File: src/rtl/uart_pkg.sv
// Shared types and constants for the UART transmit arbiter.
package uart_pkg;

  typedef enum logic [2:0] {
    IDLE   = 3'd0,
    START  = 3'd1,
    DATA   = 3'd2,
    PARITY = 3'd3,
    STOP   = 3'd4
  } uart_tx_state_t;

  localparam int DEFAULT_CLK_PER_BIT = 868;
  localparam int UART_DATA_W         = 8;

endpackage

File: src/rtl/rr_arbiter.sv
// Round-robin arbiter: combinational winner search starting at ptr,
// plus the pointer register that advances past each granted requester.
module rr_arbiter
  import uart_pkg::*;
#(
  parameter int N_REQ = 2,
  parameter int ID_W  = 1
) (
  input  logic             clk,
  input  logic             rst,
  input  logic [N_REQ-1:0] valid,
  input  logic             enable,
  output logic [N_REQ-1:0] grant,
  output logic [ID_W-1:0]  index,
  output logic             any
);

  logic [ID_W-1:0] ptr;
  logic [ID_W-1:0] cand;

  // First valid requester scanning ptr, ptr+1, ... modulo N_REQ
  always_comb begin
    any   = 1'b0;
    index = '0;
    grant = '0;
    cand  = '0;
    for (int k = 0; k < N_REQ; k++) begin
      cand = ID_W'((int'(ptr) + k) % N_REQ);
      if (!any && valid[cand]) begin
        any   = 1'b1;
        index = cand;
      end
    end
    if (enable && any) grant[index] = 1'b1;
  end

  // Pointer moves to the requester after the winner on every grant
  always_ff @(posedge clk or posedge rst) begin
    if (rst) begin
      ptr <= '0;
    end else if (enable && any) begin
      ptr <= (int'(index) == N_REQ - 1) ? '0 : index + 1'b1;
    end
  end

endmodule

File: src/rtl/uart_tx_arbiter.sv
// Shares one UART TX line between N_REQ byte producers, 8N1 framing.
// Optional feature macro: UART_TX_PARITY_EN inserts an even-parity bit
// between the data bits and the stop bit (8E1 framing).
module uart_tx_arbiter
  import uart_pkg::*;
#(
  parameter int N_REQ       = 2,
  parameter int CLK_PER_BIT = DEFAULT_CLK_PER_BIT
) (
  input  logic                           CLK,
  input  logic                           RST,
  input  logic [N_REQ-1:0]               req_valid,
  input  logic [N_REQ*UART_DATA_W-1:0]   req_data,
  output logic [N_REQ-1:0]               req_ready,
  output logic [((N_REQ > 1) ? $clog2(N_REQ) : 1)-1:0] grant_id,
  output logic                           busy,
  output logic                           UART_TX
);

  localparam int ID_W   = (N_REQ > 1) ? $clog2(N_REQ) : 1;
  localparam int BAUD_W = (CLK_PER_BIT > 1) ? $clog2(CLK_PER_BIT) : 1;
  localparam logic [BAUD_W-1:0] BAUD_LAST = BAUD_W'(CLK_PER_BIT - 1);

  uart_tx_state_t         state;
  logic [BAUD_W-1:0]      baud_cnt;
  logic [2:0]             bit_cnt;
  logic [UART_DATA_W-1:0] shreg;
  logic [UART_DATA_W-1:0] req_bytes [N_REQ];
  logic [ID_W-1:0]        win_idx;
  logic                   win_any;
  logic                   arb_en;
  logic                   bit_end;
`ifdef UART_TX_PARITY_EN
  logic                   parity_bit;
`endif

  // Arbitration only in IDLE; reset also masks req_ready
  assign arb_en  = (state == IDLE) && !RST;
  assign busy    = (state != IDLE);
  assign bit_end = (baud_cnt == BAUD_LAST);

  rr_arbiter #(
    .N_REQ (N_REQ),
    .ID_W  (ID_W)
  ) u_arb (
    .clk    (CLK),
    .rst    (RST),
    .valid  (req_valid),
    .enable (arb_en),
    .grant  (req_ready),
    .index  (win_idx),
    .any    (win_any)
  );

  // Unpack the flat byte bus into one byte per requester
  always_comb begin
    for (int i = 0; i < N_REQ; i++) begin
      req_bytes[i] = req_data[i*UART_DATA_W +: UART_DATA_W];
    end
  end

  // Byte datapath: load on grant, shift right after each data bit
  always_ff @(posedge CLK) begin
    if (state == IDLE && win_any) begin
      shreg <= req_bytes[win_idx];
`ifdef UART_TX_PARITY_EN
      parity_bit <= ^req_bytes[win_idx];
`endif
    end else if (state == DATA && bit_end) begin
      shreg <= shreg >> 1;
    end
  end

  // Frame FSM with baud and bit counters; UART_TX comes straight from a flop
  always_ff @(posedge CLK or posedge RST) begin
    if (RST) begin
      state    <= IDLE;
      baud_cnt <= '0;
      bit_cnt  <= '0;
      grant_id <= '0;
      UART_TX  <= 1'b1;
    end else begin
      case (state)
        IDLE: begin
          baud_cnt <= '0;
          if (win_any) begin
            state    <= START;
            grant_id <= win_idx;
            UART_TX  <= 1'b0;
          end
        end
        START: begin
          if (bit_end) begin
            state    <= DATA;
            baud_cnt <= '0;
            bit_cnt  <= '0;
            UART_TX  <= shreg[0];
          end else begin
            baud_cnt <= baud_cnt + 1'b1;
          end
        end
        DATA: begin
          if (bit_end) begin
            baud_cnt <= '0;
            if (bit_cnt == 3'd7) begin
`ifdef UART_TX_PARITY_EN
              state   <= PARITY;
              UART_TX <= parity_bit;
`else
              state   <= STOP;
              UART_TX <= 1'b1;
`endif
            end else begin
              bit_cnt <= bit_cnt + 1'b1;
              UART_TX <= shreg[1];
            end
          end else begin
            baud_cnt <= baud_cnt + 1'b1;
          end
        end
`ifdef UART_TX_PARITY_EN
        PARITY: begin
          if (bit_end) begin
            state    <= STOP;
            baud_cnt <= '0;
            UART_TX  <= 1'b1;
          end else begin
            baud_cnt <= baud_cnt + 1'b1;
          end
        end
`endif
        STOP: begin
          if (bit_end) begin
            state    <= IDLE;
            baud_cnt <= '0;
          end else begin
            baud_cnt <= baud_cnt + 1'b1;
          end
        end
        default: begin
          state    <= IDLE;
          baud_cnt <= '0;
          UART_TX  <= 1'b1;
        end
      endcase
    end
  end

endmodule

File: config.mk
export PLATFORM = sky130hd
export DESIGN_NAME = uart_tx_arbiter
export DESIGN_NICKNAME = d
export VERILOG_FILES = /design/src/rtl/uart_pkg.sv /design/src/rtl/rr_arbiter.sv /design/src/rtl/uart_tx_arbiter.sv
export SDC_FILE = /design/constraint.sdc
export NUM_CORES = 1
export LEC_CHECK = 0
export BUFFER_PORTS_ARGS = -buffer_cell sky130_fd_sc_hd__buf_2
export CAP_MARGIN = 5
export CORE_MARGIN = 10
export CORE_UTILIZATION = 55
export CTS_CLUSTER_DIAMETER = 80
export DETAILED_ROUTE_END_ITERATION = 7
export PLACE_DENSITY = 0.88
export SYNTH_ARGS = -nofsm -noshare
export SYNTH_HDL_FRONTEND = slang
export SYNTH_SLANG_ARGS = --single-unit
File: constraint.sdc
create_clock -name CLK -period 3.6 [get_ports CLK]
set_input_delay 1.08 -clock CLK [delete_from_list [all_inputs] [get_ports CLK]]
set_output_delay 1.08 -clock CLK [all_outputs]
set_load 0.005 [all_outputs]
==> results.sh, run 1 <==
export IMPL_portBuffers=24
export IMPL_cellPowerDensity_nw_per_um2=289
export IMPL_synth_edff_count=8
export IMPL_syn_inst=142
export IMPL_ys_warn_count=0
export IMPL_grt_pass1_vias=1170
export IMPL_h_tree_depth=1
export IMPL_fin_ws_ns=0.672
export IMPL_fmax_ghz=0.341
export IMPL_routabilityCongestion=0.872
export IMPL_diodes=0
export IMPL_seqCellArea_um2=717
export IMPL_dieArea_um2=5100
export IMPL_hold_violations=0
export IMPL_start_kind="flip-flop"
export IMPL_skew_ns=0.00458
export IMPL_combinationalPowerShare_pct=6.4
export IMPL_period_share_pct=81.3
export IMPL_synthMuxAreaShare_pct=8.60
export IMPL_synth_fa_ha_area_share_pct=2.58
export IMPL_antenna_found_initial=0
export IMPL_rows=18
export IMPL_ys_ff_latch=27
export IMPL_seqPwrFrac_pct=67.2
export IMPL_cts_hold_fix_buffers=0
export IMPL_route_detailed_drc=0
export IMPL_post_cts_buffers=0
export IMPL_multi_input_area_um2=683
export IMPL_fin_nets=191
export IMPL_synth_top_area_share_pct=31.0
export IMPL_grt_pass1_wl_um=4900
export IMPL_placedCellCount=193
export IMPL_final_cell_mix="buf_2, nor2_1, dfrtp_1"
export IMPL_cts_buffers=3
export IMPL_vias=1126
export IMPL_total_power_w=0.000471
export IMPL_setup_viol_count_final=0
export IMPL_synth_async_reset_ratio_pct=70.4
export IMPL_slew_violations=0
export IMPL_fin_util_pct=65.2
export IMPL_post_cts_resized=0
export IMPL_clkTransAtPathRegs_ns=0.13
export IMPL_required_ns=2.52
export IMPL_syn_area_um2=1460
export IMPL_postRouteAntennaNets=0
export IMPL_yosysSeqAreaShare_pct=49.3
export IMPL_synth_xor_area_share_pct=5.42
export IMPL_via_per_inst=5.72
export IMPL_path_class="reg2out"
export IMPL_p_leak_nw=0.769
export IMPL_grt_util_all_layers_pct=11.2
export IMPL_num_fill_cells=197
export IMPL_tightest_slew_ns=0.732
export IMPL_p_int_w=0.000374
export IMPL_layout_commonest_cell="buf_2"
export IMPL_cts_root_buf="clkbuf_4"
export IMPL_cp_max_fo=14
export IMPL_hpwl_um=2230
export IMPL_cts_tree="done"
export IMPL_start_util_pct=58.2
export IMPL_synth_top_family_by_area="simple AND/OR/NAND/NOR gates"
export IMPL_rsz0062_at_grt="no"
export IMPL_die_x_um=71.4
export IMPL_grt_overflow=0
export IMPL_yosysUniqueCellTypes=38
export IMPL_area_delta_synth_final_pct=12.0
export IMPL_maxCapViolations=0
export IMPL_synth_ff_type="dfrtp_1"
export IMPL_ioPinCount=25
export IMPL_final_cells=197
export IMPL_p_clk_share_pct=26.4
export IMPL_switchingPower_w=0.0000973
export IMPL_setup_tns_ns=0
export IMPL_synth_simple_area_share_pct=21.2
export IMPL_clk_path_buf_depth=2
export IMPL_yosys_top_cells_area="dfrtp_1, edfxtp_1, mux2i_1"
export IMPL_max_vdd_ir_drop_mv=0.220
export IMPL_drtPass1Iterations=4
export IMPL_max_slew_margin_rel_pct=51.2
export IMPL_postSynthAreaPerCell_um2=10.2
export IMPL_drt_iter0_drc=47
export IMPL_synth_compound_area_share_pct=9.11
export IMPL_drive_gt1_share_pct=23.4
export IMPL_outcome="complete, no violations"
export IMPL_clk_latency_ns=0.31
export IMPL_finalCriticalPeriod_ns=2.93
export IMPL_die_y_um=71.4
export IMPL_cp_data_arrival_time_ns=1.85
export IMPL_wl_um=2880
export IMPL_swShare_pct=20.7
export IMPL_synth_area_leader_cell="dfrtp_1"
export IMPL_numClockSinks=27
export IMPL_core_um2=2500
export IMPL_grt_max_degree=20
export IMPL_hp_class="reg2reg"
export IMPL_wl_per_cell_um=14.6
export IMPL_pre_cts_ws_ns=0.685
export IMPL_crit_path_end_kind="output port"
export IMPL_synth_nets=165
-- power groups by stage --
stage                     logic [W]  registers [W]  clock network [W]
after floorplan           0.0000148       0.000322                  0
after global placement    0.0000288       0.000322                  0
after detailed placement  0.0000307       0.000322                  0
after CTS                 0.0000306       0.000316           0.000129
after global routing      0.0000331       0.000317           0.000140
final                     0.0000301       0.000316           0.000125
-- final timing paths --
| path | depth (start not counted) | startpoint | to | slack [ns] |
|---|---|---|---|---|
| setup / recovery | 4 | state[1]$_DFFE_PP0P_ | req_ready[0] | 0.67 |
| hold / removal | 1 | baud_cnt[0]$_DFF_PP0_ | baud_cnt[0]$_DFF_PP0_ | 0.50 |
| setup reg to reg | 5 | baud_cnt[0]$_DFF_PP0_ | shreg[7]$_SDFFCE_PP0P_ | 1.50 |
| hold reg to reg | 1 | baud_cnt[0]$_DFF_PP0_ | baud_cnt[0]$_DFF_PP0_ | 0.50 |
| max in group asynchronous | 2 | RST | state[2]$_DFFE_PP0P_ | 2.24 |
| min in group asynchronous | 2 | RST | u_arb.ptr$_DFFE_PP0P_ | 0.90 |
-- Yosys cell counts, drive strengths merged (2+ instances only) --
cell type,number
and3,3
buf,4
clkbuf,2
dfrtp,18
edfxtp,8
ha,3
inv,6
mux2,3
mux2i,8
nand2,14
nand2b,2
nand3,4
nand4,2
nor2,21
nor3,4
o21ai,14
xnor2,7
xor2,2
-- sequential cells by signal, summed over array words and instances (netlist names) --
name / cells
grant_id: 1
u_arb.ptr: 1
UART_TX: 1
baud_cnt: 10
bit_cnt: 3
state: 3
shreg: 8
-- metrics by stage --
step	cell area, um2	hold WS [ns]
4_1_cts	1630	0.500
3_5_place_dp	1600	0.481
2_1_floorplan	1460	0.453
6_report	1630	0.502
5_1_grt	1630	0.540
3_3_place_gp	1600	0.476
-- layer usage --
layer	wire length, um	GRT usage (%)
met4	9	2.15
met5	0	0
met1	1280	12.8
met3	212	3.17
met2	1390	20.2
-- kinds of logic after synthesis --
logic type	after synthesis
flip-flops	27
adder cells (fa/ha/maj)	3
multiplexers	11
XOR/XNOR	9
AO/OA/AOI/OAI	22
AND/OR/NAND/NOR	58
buffers and inverters	12
-- cell type report --
type / instances / share of cell area, %
Tap cell: 30 / 2.30
Clock buffer: 4 / 1.61
Timing Repair Buffer: 27 / 8.76
Inverter: 6 / 1.38
Sequential cell: 27 / 44.0
Multi-Input combinational cell: 103 / 41.9
-- critical path, stage by stage, from the launching register on --
cell	delay, ns
dfrtp_1	0.53
or3_1	0.45
or2_1	0.27
nor3_2	0.15
buf_2	0.14
Note: power is estimated with default switching activity, not from simulation.
==> run 2, diff against run 1 <==
--- a/config.mk
+++ b/config.mk
@@ -5,13 +5,14 @@
 export SDC_FILE = /design/constraint.sdc
 export NUM_CORES = 1
 export LEC_CHECK = 0
+export ABC_AREA = 1
 export BUFFER_PORTS_ARGS = -buffer_cell sky130_fd_sc_hd__buf_2
 export CAP_MARGIN = 5
 export CORE_MARGIN = 10
-export CORE_UTILIZATION = 55
+export CORE_UTILIZATION = 50
 export CTS_CLUSTER_DIAMETER = 80
 export DETAILED_ROUTE_END_ITERATION = 7
-export PLACE_DENSITY = 0.88
+export PLACE_DENSITY = 0.85
 export SYNTH_ARGS = -nofsm -noshare
 export SYNTH_HDL_FRONTEND = slang
 export SYNTH_SLANG_ARGS = --single-unit
==> constraint.sdc (replaced) <==
create_clock -name CLK -period 2.66 [get_ports CLK]
set_input_delay 0.798 -clock CLK [delete_from_list [all_inputs] [get_ports CLK]]
set_output_delay 0.798 -clock CLK [all_outputs]
set_load 0.005 [all_outputs]
==> run 2 against run 1 <==
Net effect: sequential share of layout area down 1.9 points; via count up 5.4%; worst hold slack worse by 0.034 ns; clock skew up 0.014 ns; clock-buffer cell count down 1; first-iteration DRC count up 89%; non-clock buffer count unchanged; core utilization down 5.0 points; flip-flop and latch count unchanged.
==> results.sh, run 2 <==
export IMPL_finalCriticalPeriod_ns=2.51
export IMPL_portBuffers=24
export IMPL_maxCapViolations=0
export IMPL_wl_um=2990
export IMPL_start_util_pct=53.4
export IMPL_p_clk_share_pct=12.2
export IMPL_clkTransAtPathRegs_ns=0.16
export IMPL_max_vdd_ir_drop_mv=0.487
export IMPL_required_ns=1.86
export IMPL_synth_ff_type="dfrtp_1"
export IMPL_seqPwrFrac_pct=42.0
export IMPL_area_delta_synth_final_pct=12.7
export IMPL_holdPathStages=2
export IMPL_layout_commonest_cell="nand2_1"
export IMPL_ys_warn_count=0
export IMPL_cts_tree="done"
export IMPL_grt_max_degree=20
export IMPL_grt_overflow=0
export IMPL_cts_root_buf="clkbuf_4"
export IMPL_r2r_cells=6
export IMPL_post_synth_top_count_cell="nand2_1"
export IMPL_total_power_w=0.00155
export IMPL_p_leak_nw=0.880
export IMPL_yosys_top_cells_count="nand2_1, nor2_1, dfrtp_1"
export IMPL_numClockSinks=27
export IMPL_crit_chain="buf_2 -> nand2_1 -> nand2_1 -> inv_2 -> nand2_1 -> nor2_1 -> buf_2"
export IMPL_yosys_top_cells_area="dfrtp_1, edfxtp_1, nand2_1"
export IMPL_cellPowerDensity_nw_per_um2=911
export IMPL_syn_area_um2=1510
export IMPL_path_delay_family="simple AND/OR/NAND/NOR gates"
export IMPL_post_cts_buffers=0
export IMPL_grt_util_all_layers_pct=12.3
export IMPL_synth_top_area_share_pct=29.8
export IMPL_fmax_ghz=0.398
export IMPL_die_x_um=75.0
export IMPL_outcome="complete, no violations"
export IMPL_reg_top3="baud_cnt x10, shreg x8"
export IMPL_grt_pass1_vias=1239
export IMPL_syn_inst=178
export IMPL_h_tree_depth=1
export IMPL_hp_class="reg2reg"
export IMPL_tightest_slew_ns=0.287
export IMPL_grtUsageMet2_pct=20.6
export IMPL_postSynthAreaPerCell_um2=8.49
export IMPL_via_per_inst=4.99
export IMPL_ioPinCount=25
export IMPL_yosysSeqAreaShare_pct=47.4
export IMPL_switchingPower_w=0.000650
export IMPL_post_cts_resized=0
export IMPL_vias=1187
export IMPL_postRouteAntennaNets=0
export IMPL_critPathBufInv=3
export IMPL_final_cell_mix="nand2_1, buf_2, nor2_1"
export IMPL_combinationalPowerShare_pct=45.8
export IMPL_synth_nets=201
export IMPL_route_detailed_drc=0
export IMPL_crit_path_end_kind="output port"
export IMPL_drtPass1Iterations=4
export IMPL_hold_violations=0
export IMPL_grtUsageMet3_pct=2.76
export IMPL_diodes=0
export IMPL_crit_top_cell="nand2_1"
export IMPL_fin_nets=231
export IMPL_p_int_w=0.000901
export IMPL_cp_slowest_cell="inv_2"
export IMPL_path_depth=7
export IMPL_busiest_layer="met2"
export IMPL_synth_area_leader_cell="dfrtp_1"
export IMPL_skew_ns=0.0186
export IMPL_start_kind="primary input"
export IMPL_slew_violations=0
export IMPL_cts_buffers=3
export IMPL_core_um2=2830
export IMPL_synth_edff_count=8
export IMPL_clk_path_buf_depth=2
export IMPL_yosysUniqueCellTypes=27
export IMPL_drive_gt1_share_pct=30.0
export IMPL_clk_latency_ns=0.34
export IMPL_path_class="in2out"
export IMPL_hpwl_um=2380
export IMPL_top_register="baud_cnt"
export IMPL_period_share_pct=94.4
export IMPL_largest_register_ffs=10
export IMPL_setup_tns_ns=0
export IMPL_grt_pass1_wl_um=5440
export IMPL_setup_viol_count_final=0
export IMPL_rsz0062_at_grt="no"
export IMPL_fin_util_pct=60.2
export IMPL_cpPeakStageDelay_ns=0.19
export IMPL_synth_async_reset_ratio_pct=70.4
export IMPL_grt_use_met1_pct=14.8
export IMPL_antenna_found_initial=0
export IMPL_max_slew_margin_rel_pct=80.8
export IMPL_cp_max_fo=10
export IMPL_wl_per_cell_um=12.5
export IMPL_cts_hold_fix_buffers=0
export IMPL_routabilityCongestion=0.839
export IMPL_ys_ff_latch=27
export IMPL_rows=19
export IMPL_swShare_pct=41.9
export IMPL_drt_iter0_drc=89
export IMPL_dieArea_um2=5620
export IMPL_cp_data_arrival_time_ns=1.71
export IMPL_die_y_um=75.0
==> run 2: per-layer routing <==
layer	vias up	share of wire [%]
met5	-	0
met4	0	1.7
met3	5	3.6
met2	17	50
met1	536	45
li1	629	-
==> run 2: metrics by stage <==
stage	setup WS, ns	hold slack [ns]	cells	cell area, um2
6_report	0.149	0.468	238	1700
5_1_grt	0.0175	0.486	238	1700
4_1_cts	0.155	0.469	238	1700
3_5_place_dp	0.163	0.449	234	1670
3_3_place_gp	0.235	0.446	234	1670
2_1_floorplan	0.383	0.431	178	1510
==> run 2: path summary, 6_finish.rpt <==
kind / to / slack [ns] / start
min in group asynchronous: baud_cnt[0]$_DFF_PP0_ / 0.48 / RST
hold / removal: UART_TX$_DFFE_PP1P_ / 0.47 / UART_TX$_DFFE_PP1P_
setup reg to reg: shreg[7]$_SDFFCE_PP0P_ / 1.10 / baud_cnt[0]$_DFF_PP0_
max in group asynchronous: UART_TX$_DFFE_PP1P_ / 1.92 / RST
hold reg to reg: UART_TX$_DFFE_PP1P_ / 0.47 / UART_TX$_DFFE_PP1P_
setup / recovery: req_ready[1] / 0.15 / req_valid[0]
==> run 2: power by group through the flow <==
stage | clock (W) | sequential, W | combinational, W
after floorplan | 0 | 0.000652 | 0.000580
after global placement | 0 | 0.000660 | 0.000708
after detailed placement | 0 | 0.000662 | 0.000725
after CTS | 0.000191 | 0.000653 | 0.000728
after global routing | 0.000213 | 0.000666 | 0.000823
final | 0.000189 | 0.000652 | 0.000711
==> run 2: cells by family (layout without fill, tap and decap cells) <==
logic type	count (synthesis)	count (layout)	share of synthesized area, %
XOR/XNOR	3	3	1.74
adder cells (fa/ha/maj)	3	3	2.48
AND/OR/NAND/NOR	108	108	35.7
flip-flops	27	27	47.4
buffers and inverters	22	51	6.21
AO/OA/AOI/OAI	15	15	6.46
==> run 2: worst min-delay path, cell delays in order (launching register included) <==
cell and delay [ns]:
dfstp_2 0.40, nand2_1 0.05, nand2_1 0.04
==> run 2: cell type report <==
class	instances	area, um2
sequential	27	717
tap	31	38.8
timing repair buffer	27	143
inverter	20	75.1
clock inverter	1	6.26
clock buffer	3	22.5
fill	241	1130
multi-input combinational	129	701
==> run 3, diff against run 2 <==
==> config.mk (replaced) <==
export PLATFORM = sky130hd
export DESIGN_NAME = uart_tx_arbiter
export DESIGN_NICKNAME = d
export VERILOG_FILES = /design/src/rtl/uart_pkg.sv /design/src/rtl/rr_arbiter.sv /design/src/rtl/uart_tx_arbiter.sv
export SDC_FILE = /design/constraint.sdc
export NUM_CORES = 1
export LEC_CHECK = 0
export BUFFER_PORTS_ARGS = -buffer_cell sky130_fd_sc_hd__buf_4
export CAP_MARGIN = 5
export CORE_MARGIN = 10
export CORE_UTILIZATION = 49
export CTS_CLUSTER_DIAMETER = 80
export DETAILED_ROUTE_END_ITERATION = 7
export PLACE_DENSITY = 0.84
export SYNTH_ARGS = -nofsm -noshare
export SYNTH_HDL_FRONTEND = slang
export SYNTH_SLANG_ARGS = --single-unit
==> run 3 against run 2 <==
Net effect: global-route usage fell by 0.70 points; total power fell by 58%; first-iteration DRC count fell by 46%; worst hold slack improved by 0.049 ns; cell count fell by 15%; maximum frequency fell by 1.5%; cell area rose by 2.2%; critical path type is now reg2out; critical endpoint is now req_ready[0]; largest power group is now registers.
==> results.sh, run 3 (same netlist as run 1, synthesis figures left out) <==
export IMPL_fin_ws_ns=0.110
export IMPL_die_x_um=74.5
export IMPL_wl_per_cell_um=14.9
export IMPL_cts_root_buf="clkbuf_4"
export IMPL_path_class="reg2out"
export IMPL_h_tree_depth=1
export IMPL_setup_viol_count_final=0
export IMPL_cp_data_arrival_time_ns=1.75
export IMPL_num_fill_cells=250
export IMPL_outcome="complete, no violations"
export IMPL_clk_latency_ns=0.33
export IMPL_grt_max_degree=20
export IMPL_cts_buffers=3
export IMPL_clk_path_buf_depth=2
export IMPL_final_cell_mix="buf_4, nor2_1, dfrtp_1"
export IMPL_reg_top3="baud_cnt x10, shreg x8"
export IMPL_numClockSinks=27
export IMPL_hpwl_um=2280
export IMPL_slew_violations=0
export IMPL_drt_iter0_drc=48
export IMPL_skew_ns=0.00583
export IMPL_diodes=0
export IMPL_wl_um=3000
export IMPL_grt_pass1_vias=1123
export IMPL_dieArea_um2=5550
export IMPL_postRouteAntennaNets=0
export IMPL_via_per_inst=5.59
export IMPL_grt_pass1_wl_um=5130
export IMPL_top_register="baud_cnt"
export IMPL_setup_tns_ns=0
export IMPL_vias=1130
export IMPL_finalCriticalPeriod_ns=2.55
export IMPL_tightest_slew_ns=0.722
export IMPL_clkTransAtPathRegs_ns=0.14
export IMPL_ioPinCount=25
export IMPL_period_share_pct=95.9
export IMPL_area_delta_synth_final_pct=19.6
export IMPL_hold_violations=0
export IMPL_fmax_ghz=0.392
export IMPL_required_ns=1.86
export IMPL_finalInstanceArea_um2=1740
export IMPL_max_vdd_ir_drop_mv=0.215
export IMPL_p_leak_nw=0.814
export IMPL_grt_overflow=0
export IMPL_start_kind="flip-flop"
export IMPL_fin_nets=195
export IMPL_rows=19
export IMPL_rsz0062_at_grt="no"
export IMPL_maxCapViolations=0
export IMPL_portBuffers=24
export IMPL_cts_tree="done"
export IMPL_start_util_pct=51.9
export IMPL_largest_register_ffs=10
export IMPL_cellPowerDensity_nw_per_um2=376
export IMPL_antenna_found_initial=0
export IMPL_cts_hold_fix_buffers=0
export IMPL_layout_commonest_cell="buf_4"
export IMPL_drtPass1Iterations=4
export IMPL_routabilityCongestion=0.781
export IMPL_cp_max_fo=5
export IMPL_max_slew_margin_rel_pct=51.8
export IMPL_pre_cts_ws_ns=0.295
export IMPL_drive_gt1_share_pct=27.5
export IMPL_core_um2=2810
export IMPL_placed_cell_area_um2=1680
export IMPL_hp_class="reg2reg"
export IMPL_grt_util_all_layers_pct=11.6
export IMPL_crit_path_end_kind="output port"
export IMPL_die_y_um=74.5
export IMPL_route_detailed_drc=0
## run 3: repair_timing
item,4_1_cts,5_1_grt
gates resized for setup,1,4
endpoints found under the setup margin,1,2
pin swaps,0,2
cloned,0,0
setup buffers,0,2
## run 3: layer usage
metal / track usage (%) / vias up / routed length [um]
met5: 0 / - / 0
met4: 4.41 / 0 / 34
met3: 2.93 / 4 / 128
met2: 19.8 / 30 / 1490
met1: 13.7 / 543 / 1350
li1: - / 553 / -
## run 3: worst max-delay path: stages (launching register included)
cell and delay, ns:
dfrtp_2 0.47, or3_4 0.37, or2_4 0.28, nor3_4 0.18, buf_4 0.13
## run 3: final timing paths
check                                 startpoint                    end  slack, ns  depth (start not counted)
hold / removal             baud_cnt[0]$_DFF_PP0_  baud_cnt[0]$_DFF_PP0_       0.52                          1
min in group asynchronous                    RST   state[0]$_DFFE_PP0P_       0.61                          2
hold reg to reg            baud_cnt[0]$_DFF_PP0_  baud_cnt[0]$_DFF_PP0_       0.52                          1
setup reg to reg           baud_cnt[0]$_DFF_PP0_     shreg[6]$_DFFE_PP_       0.54                          5
setup / recovery            state[0]$_DFFE_PP0P_           req_ready[0]       0.11                          4
max in group asynchronous                    RST   state[0]$_DFFE_PP0P_       1.56                          2
## run 3: per-stage QoR
stage	power, W	utilization [%]	hold slack, ns	cells
2_1_floorplan	0.000456	-	0.453	142
3_3_place_gp	0.000483	59.9	0.475	196
3_5_place_dp	0.000485	59.9	0.492	196
4_1_cts	0.000660	60.8	0.522	200
5_1_grt	0.000686	62.0	0.538	202
6_report	0.000655	62.0	0.517	202
## run 3: power breakdown
part           leakage (nW)  total (W)  switching (W)  internal [W]
combinational         0.488  0.0000484      0.0000200     0.0000284
sequential            0.311   0.000428     0.00000102      0.000427
clock                0.0150   0.000178       0.000119     0.0000588
## run 3: layout make-up
type	instances	area [um2]	area share, %
multi-input combinational	103	702	40.3
inverter	6	22.5	1.29
clock buffer	4	26.3	1.51
timing repair buffer	31	233	13.4
tap	31	38.8	2.23
sequential	27	718	41.3
